--- config.mk ---
export PLATFORM = sky130hd
export DESIGN_NAME = sort_frame_serializer_flat
export DESIGN_NICKNAME = d
export VERILOG_FILES = /design/src/rtl/sort_frame_serializer_if.sv /design/src/rtl/sort_frame_serializer.sv /design/src/flat_wrapper.sv
export SDC_FILE = /design/constraint.sdc
export NUM_CORES = 1
export LEC_CHECK = 0
export ABC_AREA = 1
export ABC_CLOCK_PERIOD_IN_PS = 1800
export CORE_MARGIN = 1.5
export CORE_UTILIZATION = 29
export DETAILED_ROUTE_END_ITERATION = 10
export PLACE_DENSITY = 0.64
export RECOVER_POWER = 100
export SYNTH_ARGS = -nofsm -noshare
export SYNTH_HDL_FRONTEND = slang
export SYNTH_SLANG_ARGS = --single-unit
export TNS_END_PERCENT = 30
--- constraint.sdc ---
create_clock -name clk -period 1.8 [get_ports clk]
set_clock_uncertainty 0.1 [all_clocks]
set_input_delay 0.36 -clock clk [delete_from_list [all_inputs] [get_ports clk]]
set_output_delay 0.36 -clock clk [all_outputs]
set_load 0.05 [all_outputs]
--- src/rtl/sort_frame_serializer_if.sv ---
// Frame-in / beat-out handshake bundle for the sorted-frame serializer.
// slave is the serializer's view, master is the upstream/sink side.
interface sort_frame_serializer_if #(
  parameter int WIDTH = 8,
  parameter int N     = 6,
  parameter int IDXW  = $clog2(N)
);
  logic                 in_valid;
  logic                 in_ready;
  logic [N*WIDTH-1:0]   in_data;
  logic                 out_valid;
  logic                 out_ready;
  logic [WIDTH-1:0]     out_data;
  logic [IDXW-1:0]      out_idx;
  logic                 out_last;

  modport slave (
    input  in_valid, in_data, out_ready,
    output in_ready, out_valid, out_data,
    output out_idx, out_last
  );

  modport master (
    output in_valid, in_data, out_ready,
    input  in_ready, out_valid, out_data,
    input  out_idx, out_last
  );
endinterface

--- src/rtl/sort_frame_serializer.sv ---
// Captures a sorted N-element frame and streams it one element per beat,
// flagging out-of-order beats and counting completed frames.
module sort_frame_serializer #(
  parameter int WIDTH = 8,
  parameter int N     = 6,
  parameter int IDXW  = $clog2(N)
) (
  input  logic       clk,
  input  logic       rst_n,
  sort_frame_serializer_if.slave bus,
  output logic       order_err,
  output logic [7:0] frame_cnt
);

  typedef enum logic {S_IDLE, S_STREAM} state_t;

  state_t                   r_state;
  state_t                   w_state_nxt;
  logic [N-1:0][WIDTH-1:0]  r_buf;
  logic [IDXW-1:0]          r_idx;
  logic [WIDTH-1:0]         r_prev;
  logic                     r_order_err;
  logic [7:0]               r_frame_cnt;

  logic w_out_valid;
  logic w_last;
  logic w_acc;
  logic w_last_acc;
  logic w_in_ready;
  logic w_cap;

  assign w_last     = w_out_valid & (r_idx == IDXW'(N-1));
  assign w_acc      = w_out_valid & bus.out_ready;
  assign w_last_acc = w_acc & w_last;
  assign w_cap      = bus.in_valid & w_in_ready;

  always_ff @(posedge clk or negedge rst_n) begin
    if (!rst_n) r_state <= S_IDLE;
    else        r_state <= w_state_nxt;
  end

  always_comb begin
    w_state_nxt = r_state;
    unique case (r_state)
      S_IDLE:   if (w_cap) w_state_nxt = S_STREAM;
      S_STREAM: if (w_last_acc && !bus.in_valid) w_state_nxt = S_IDLE;
      default:  w_state_nxt = S_IDLE;
    endcase
  end

  always_comb begin
    w_out_valid = 1'b0;
    w_in_ready  = 1'b0;
    unique case (r_state)
      S_IDLE: begin
        w_in_ready = 1'b1;
      end
      S_STREAM: begin
        w_out_valid = 1'b1;
        w_in_ready  = bus.out_ready & (r_idx == IDXW'(N-1));
      end
      default: begin
        w_out_valid = 1'b0;
        w_in_ready  = 1'b0;
      end
    endcase
  end

  // Capture wins over index advance so back-to-back frames restart at 0.
  always_ff @(posedge clk or negedge rst_n) begin
    if (!rst_n) begin
      r_buf <= '0;
      r_idx <= '0;
    end else if (w_cap) begin
      r_buf <= bus.in_data;
      r_idx <= '0;
    end else if (w_acc) begin
      r_idx <= w_last ? '0 : r_idx + IDXW'(1);
    end
  end

  always_ff @(posedge clk or negedge rst_n) begin
    if (!rst_n) begin
      r_prev      <= '0;
      r_order_err <= 1'b0;
      r_frame_cnt <= '0;
    end else if (w_acc) begin
      r_prev <= r_buf[r_idx];
      if (r_idx != '0 && r_buf[r_idx] < r_prev)
        r_order_err <= 1'b1;
      if (w_last)
        r_frame_cnt <= r_frame_cnt + 8'd1;
    end
  end

  assign bus.in_ready  = w_in_ready;
  assign bus.out_valid = w_out_valid;
  assign bus.out_data  = r_buf[r_idx];
  assign bus.out_idx   = r_idx;
  assign bus.out_last  = w_last;
  assign order_err     = r_order_err;
  assign frame_cnt     = r_frame_cnt;

endmodule

--- src/flat_wrapper.sv ---
// flat-port wrapper written by rule: the top's interface ports become plain ports
module sort_frame_serializer_flat 
#(
  parameter int WIDTH = 8,
  parameter int N     = 6,
  parameter int IDXW  = $clog2(N)
)
  (clk, rst_n, order_err, frame_cnt, bus_in_valid, bus_in_data, bus_out_ready, bus_in_ready, bus_out_valid, bus_out_data, bus_out_idx, bus_out_last);
  sort_frame_serializer_if #(.WIDTH(WIDTH), .N(N), .IDXW(IDXW)) bus_i ();
  input  logic clk;
  input  logic rst_n;
  output logic order_err;
  output logic [7:0] frame_cnt;
  input wire logic [$bits(bus_i.in_valid)-1:0] bus_in_valid;
  input wire logic [$bits(bus_i.in_data)-1:0] bus_in_data;
  input wire logic [$bits(bus_i.out_ready)-1:0] bus_out_ready;
  output wire logic [$bits(bus_i.in_ready)-1:0] bus_in_ready;
  output wire logic [$bits(bus_i.out_valid)-1:0] bus_out_valid;
  output wire logic [$bits(bus_i.out_data)-1:0] bus_out_data;
  output wire logic [$bits(bus_i.out_idx)-1:0] bus_out_idx;
  output wire logic [$bits(bus_i.out_last)-1:0] bus_out_last;
  assign bus_i.in_valid = bus_in_valid;
  assign bus_i.in_data = bus_in_data;
  assign bus_i.out_ready = bus_out_ready;
  assign bus_in_ready = bus_i.in_ready;
  assign bus_out_valid = bus_i.out_valid;
  assign bus_out_data = bus_i.out_data;
  assign bus_out_idx = bus_i.out_idx;
  assign bus_out_last = bus_i.out_last;
  sort_frame_serializer #(.WIDTH(WIDTH), .N(N), .IDXW(IDXW)) u_core (.clk(clk), .rst_n(rst_n), .bus(bus_i), .order_err(order_err), .frame_cnt(frame_cnt));
endmodule
Word level (Yosys, flattened, before mapping)
Cells that the tools add are included.
- bits in registers: 69
- input port bits: 52
- output and inout bits: 23
- add/sub/neg operators: 2
- magnitude comparators: 2
- equal/unequal tests: 1
- muxes and demuxes: 10
- bitwise gates (word level): 6
- reductions and logical operators: 7
- operators with widths (operator ; count):
    $bmux 8 s3 ; 1
    $mux 3 ; 3
    $add 8x1->8 const B ; 1
    $lt 8x8->1 ; 1
    $mux 8 ; 1
    $and 1x1->1 ; 5
    $lt 3x4->1 const B ; 1
    $pmux 1 s2 ; 2
    $reduce_and 2->1 ; 2
    $add 3x1->3 const B ; 1
    $eq 3x3->1 const B ; 1
    $mux 1 ; 3
    $reduce_bool 3->1 ; 1
    $logic_and 1x1->1 ; 2
    $reduce_bool 2->1 ; 1
    $logic_not 1->1 ; 1
    $not 1->1 ; 1

Longest topological paths before layout
- word-level depth: 6
- mapped depth: 15
- depth with buffers taken out: 13

Worst setup path after synthesis
No wires, ideal clock.
- path kind: register to register
- start point: reg u_core.r_idx[0] (netlist: u_core.bus.out_idx[0])
- end point: reg u_core.r_order_err (netlist: u_core.order_err)
- arrival: 2.537 ns
- data required time: 1.634 ns
- setup slack: -0.903 ns
- stages on the path, launching flop included: 10
- period minus slack after synthesis: 2.703 ns
- path through: dfrtp_1 -> buf_2 -> clkbuf_1 -> o21ai_0 -> o21ai_2 -> ha_1 -> a21oi_1 -> o2111a_1 -> nand2_1 -> nand2_1
- longest elaborated chain between the ends: 5
- ends and longest elaborated chain (element ; line ; source):
    from (decl) ; sort_frame_serializer.sv:20 ; logic [IDXW-1:0] r_idx;
    from (signal assigned) ; sort_frame_serializer.sv:78 ; r_idx <= w_last ? '0 : r_idx + IDXW'(1);
    $bmux 8 s3 ; n/a ;
    $mux 8 ; n/a ;
    via bus_out_data[7] ; flat_wrapper.sv:19 ; output wire logic [$bits(bus_i.out_data)-1:0] bus_out_data;
    $lt 8x8->1 ; sort_frame_serializer.sv:89 ; if (r_idx != '0 && r_buf[r_idx] < r_prev)
    $logic_and 1x1->1 ; sort_frame_serializer.sv:89 ;
    $reduce_and 2->1 (no line) ; n/a ;
    to (signal assigned) ; sort_frame_serializer.sv:85 ; r_order_err <= 1'b0;
    to (signal assigned) ; sort_frame_serializer.sv:90 ; r_order_err <= 1'b1;
    to (decl) ; sort_frame_serializer.sv:22 ; logic r_order_err;
The timed path passes the listed nets, and every way through them passes these cells. The select of a mux whose other input is x is not followed.
A chain may end at the register's enable or synchronous reset.

Worst setup path in the final report
- start point: reg u_core.r_idx[1] (netlist: u_core.bus.out_idx[1])
- end point: out bus_out_data[5]
- longest elaborated chain between the ends: 2
- ends and longest elaborated chain (element ; line ; source):
    $bmux 8 s3 ; sort_frame_serializer.sv:98 ; assign bus.out_data = r_buf[r_idx];
    $mux 8 (implied by the code) ; sort_frame_serializer.sv:98 ;
    to (decl) ; flat_wrapper.sv:19 ;
Every way passes these cells. The select of a mux whose other input is x is not followed.

==> flow_metrics.tcl <==
set metrics [dict create \
    cp_max_fo 8 \
    ios 75 \
    avgSynthCellArea_um2 8.415 \
    vias_per_cell 4.529 \
    final_antenna_net_count 0 \
    die_area_um2 12290 \
    async_reset_ff_share_pct 100.0 \
    cts_max_level 3 \
    start_util_pct 29.68 \
    io_buffers 74 \
    cts_buffer_depth 2 \
    vias 3003 \
    relSlewSlack_pct 65.64 \
    multi_input_area_um2 1649 \
    power-per-cell-area_nw_per_um2 2168 \
    drv_cap 0 \
    track_usage_pct 16.29 \
    fillCellCount 1086 \
    drcViolationCount 0 \
    cts_tree "yes" \
    rsz0062_at_grt "yes" \
    hold_viol 0 \
    clockRootBuffer "clkbuf_16" \
    startpoint_type "flip-flop" \
    setup_violations 11 \
    place_inst 639 \
    ys_dominant_reg_cell "dfrtp_1" \
    die_h_um 110.9 \
    worstMarginPinSlew_ps 515.4 \
    ys_warn_count 0 \
    syn_nets 464 \
    antenna_found_initial 0 \
    drtIter0Drc 128 \
    critPathKind "flip-flop to primary output" \
    grt-ovfl-total 0 \
    min_period_over_period_pct 120.0 \
    die_w_um 110.9 \
    cellLeakagePower_uw 0.002557 \
    grt_pass1_vias 3145 \
    rows 39 \
    failed_checks "negative setup slack" \
    status "finished, violations left" \
    fin_ws_ps -359.1 \
    seq_area_um2 1730 \
    area_delta_synth_final_pct 58.44 \
    routed_wl_um 9726 \
    syn_area_um2 3374 \
    post-route-util_pct 47.02 \
    wl_per_cell_um 14.67 \
    min_path_type "flip-flop to flip-flop" \
    cts.sinks 69 \
    yosysSeqAreaShare_pct 51.17 \
    grt_max_degree 37 \
    coreArea_um2 11370 \
    diodes 0 \
    cp-end-kind "primary output" \
    drive_gt1_share_pct 24.62 \
    slew_violations 0 \
    finalNonFillerCells 663 \
    cp_data_arrival_time_ps 1700 \
    dpl.hpwl_um 7142 \
    place_congestion 0.9192 \
    clkTransAtPathRegs_ps 60 \
    synth-edff-count 0 \
    clk_latency_ps 340 \
    grt_pass1_wl_um 15720 \
    fmax_mhz 463.2 \
    fin_nets 578 \
    vdd_drop_max_uv 1743 \
    synthCells 401 \
    cts_buffers 9 \
    synthDistinctLibCells 33 \
    drtPass1Iterations 4 \
    cp.required_ps 1340 \
    finalCriticalPeriod_ps 2159 \
    ys_ff_latch 69 \
]
layer usage:
layer / share of wire (%) / vias up / track usage [%]
met4: 1.5 / 0 / 6.325
met5: 0 / - / 0
met3: 5.9 / 14 / 4.975
met1: 43 / 1411 / 20.50
met2: 49 / 80 / 26.26
li1: - / 1498 / -
kinds of logic after synthesis:
logic type / synth area share (%)
AND/OR/NAND/NOR: 26.81
flip-flops: 51.17
AO/OA/AOI/OAI: 10.34
buffers and inverters: 5.450
adder cells (fa/ha/maj): 4.079
XOR/XNOR: 1.817
multiplexers: 0.3337
critical path, stage by stage (launching register included):
cell and delay [ps]:
dfrtp_2 460, buf_12 150, nor2_8 150, o21ai_1 140, o21ai_4 210, buf_6 130
buf_12 120
report_power, final:
group          switching, uW  internal (uW)
Sequential               579           2240
Clock                    667           1100
Combinational           3700           3300
metrics by stage:
step / area [um2] / setup WS, ps / TNS, ps / total power (uW) / hold slack (ps)
floorplan: 3547 / -372.4 / -6694 / 6426 / -35.59
global placement: 4880 / -124.2 / -366.7 / 9202 / 256.4
detailed placement: 4880 / -114.1 / -539.6 / 9348 / 261.3
CTS: 5226 / -365.8 / -3418 / 11360 / 386.0
global route: 5346 / -422.1 / -3938 / 12310 / 418.8
finish: 5346 / -359.1 / -3123 / 11590 / 388.8
sequential cells by signal (all words and copies together) (netlist names):
name	count
u_core.order_err	1
u_core.r_state	1
u_core.r_buf	48
u_core.bus.out_idx	3
u_core.r_prev	8
u_core.frame_cnt	8
Yosys cell counts, types with 2 or more instances:
cell type  instances  share of area, %
xor2_1             5               1.3
o21ai_0           33               4.9
buf_4              7               1.6
nor2_1            26               2.9
buf_2              3              0.44
dfrtp_1           69                51
nand3_2            3              0.89
nand3_1            3              0.44
o22ai_1            7               1.3
inv_2              4              0.44
inv_1             20               2.2
nand2_2            2              0.37
o21ai_2            7               1.8
xnor2_1            2              0.52
a21oi_1            5              0.74
ha_1              11               4.1
clkbuf_1           6              0.67
nand2_1          172                19
nor2_4             2              0.67
final timing paths:
check                           slack [ps]                           end  depth (start not counted)                         startpoint
worst max register to register        -240  u_core.order_err$_DFFE_PN0P_                         14  u_core.bus.out_idx[0]$_DFFE_PN0P_
worst min register to register         390  u_core.r_buf[33]$_DFFE_PN0P_                          2       u_core.r_buf[33]$_DFFE_PN0P_
min in group asynchronous              430  u_core.r_buf[18]$_DFFE_PN0P_                          2                              rst_n
worst min-delay path                   390  u_core.r_buf[33]$_DFFE_PN0P_                          2       u_core.r_buf[33]$_DFFE_PN0P_
max in group asynchronous              290  u_core.r_buf[15]$_DFFE_PN0P_                          3                              rst_n
worst max-delay path                  -360               bus_out_data[5]                          6  u_core.bus.out_idx[1]$_DFFE_PN0P_
layout make-up:
class	count	area share (%)
clock buffers	10	4.470
clock inverters	6	1.170
inverters	25	2.083
multi-input cells	291	30.84
flip-flops and latches	69	32.37
well taps	143	3.347
repair buffers	119	25.72
cells in the final DEF, fill, tap and decap left out, types with 3 or more instances in the layout:
| master | Yosys | final |
|---|---|---|
| dfrtp_2 | 0 | 3 |
| nor2_4 | 2 | 3 |
| clkinvlp_4 | 0 | 3 |
| o21ai_4 | 0 | 7 |
| nand3_2 | 3 | 4 |
| buf_6 | 0 | 8 |
| inv_1 | 20 | 20 |
| dfrtp_1 | 69 | 66 |
| buf_4 | 7 | 31 |
| xor2_1 | 5 | 5 |
| clkbuf_16 | 0 | 10 |
| buf_12 | 0 | 25 |
| nand2_4 | 1 | 5 |
| clkdlybuf4s50_1 | 0 | 50 |
| o22ai_1 | 7 | 7 |
| o21ai_0 | 33 | 14 |
| nand2_1 | 172 | 168 |
| a21oi_1 | 5 | 5 |
| ha_1 | 11 | 6 |
| o21ai_1 | 0 | 13 |
| o21ai_2 | 7 | 6 |
| ha_4 | 0 | 5 |
| nor2_1 | 26 | 25 |
timing repair:
| action | CTS | global route |
|---|---|---|
| setup endpoints to repair | 26 | 63 |
| pin swaps | 6 | 5 |
| hold buffers | 1 | 0 |
| resized for setup | 20 | 19 |
| endpoints found under the hold margin | 16 | 0 |
| cloned | 0 | 1 |
| buffers inserted | 3 | 6 |
Note: power is estimated with default switching activity, not from simulation.
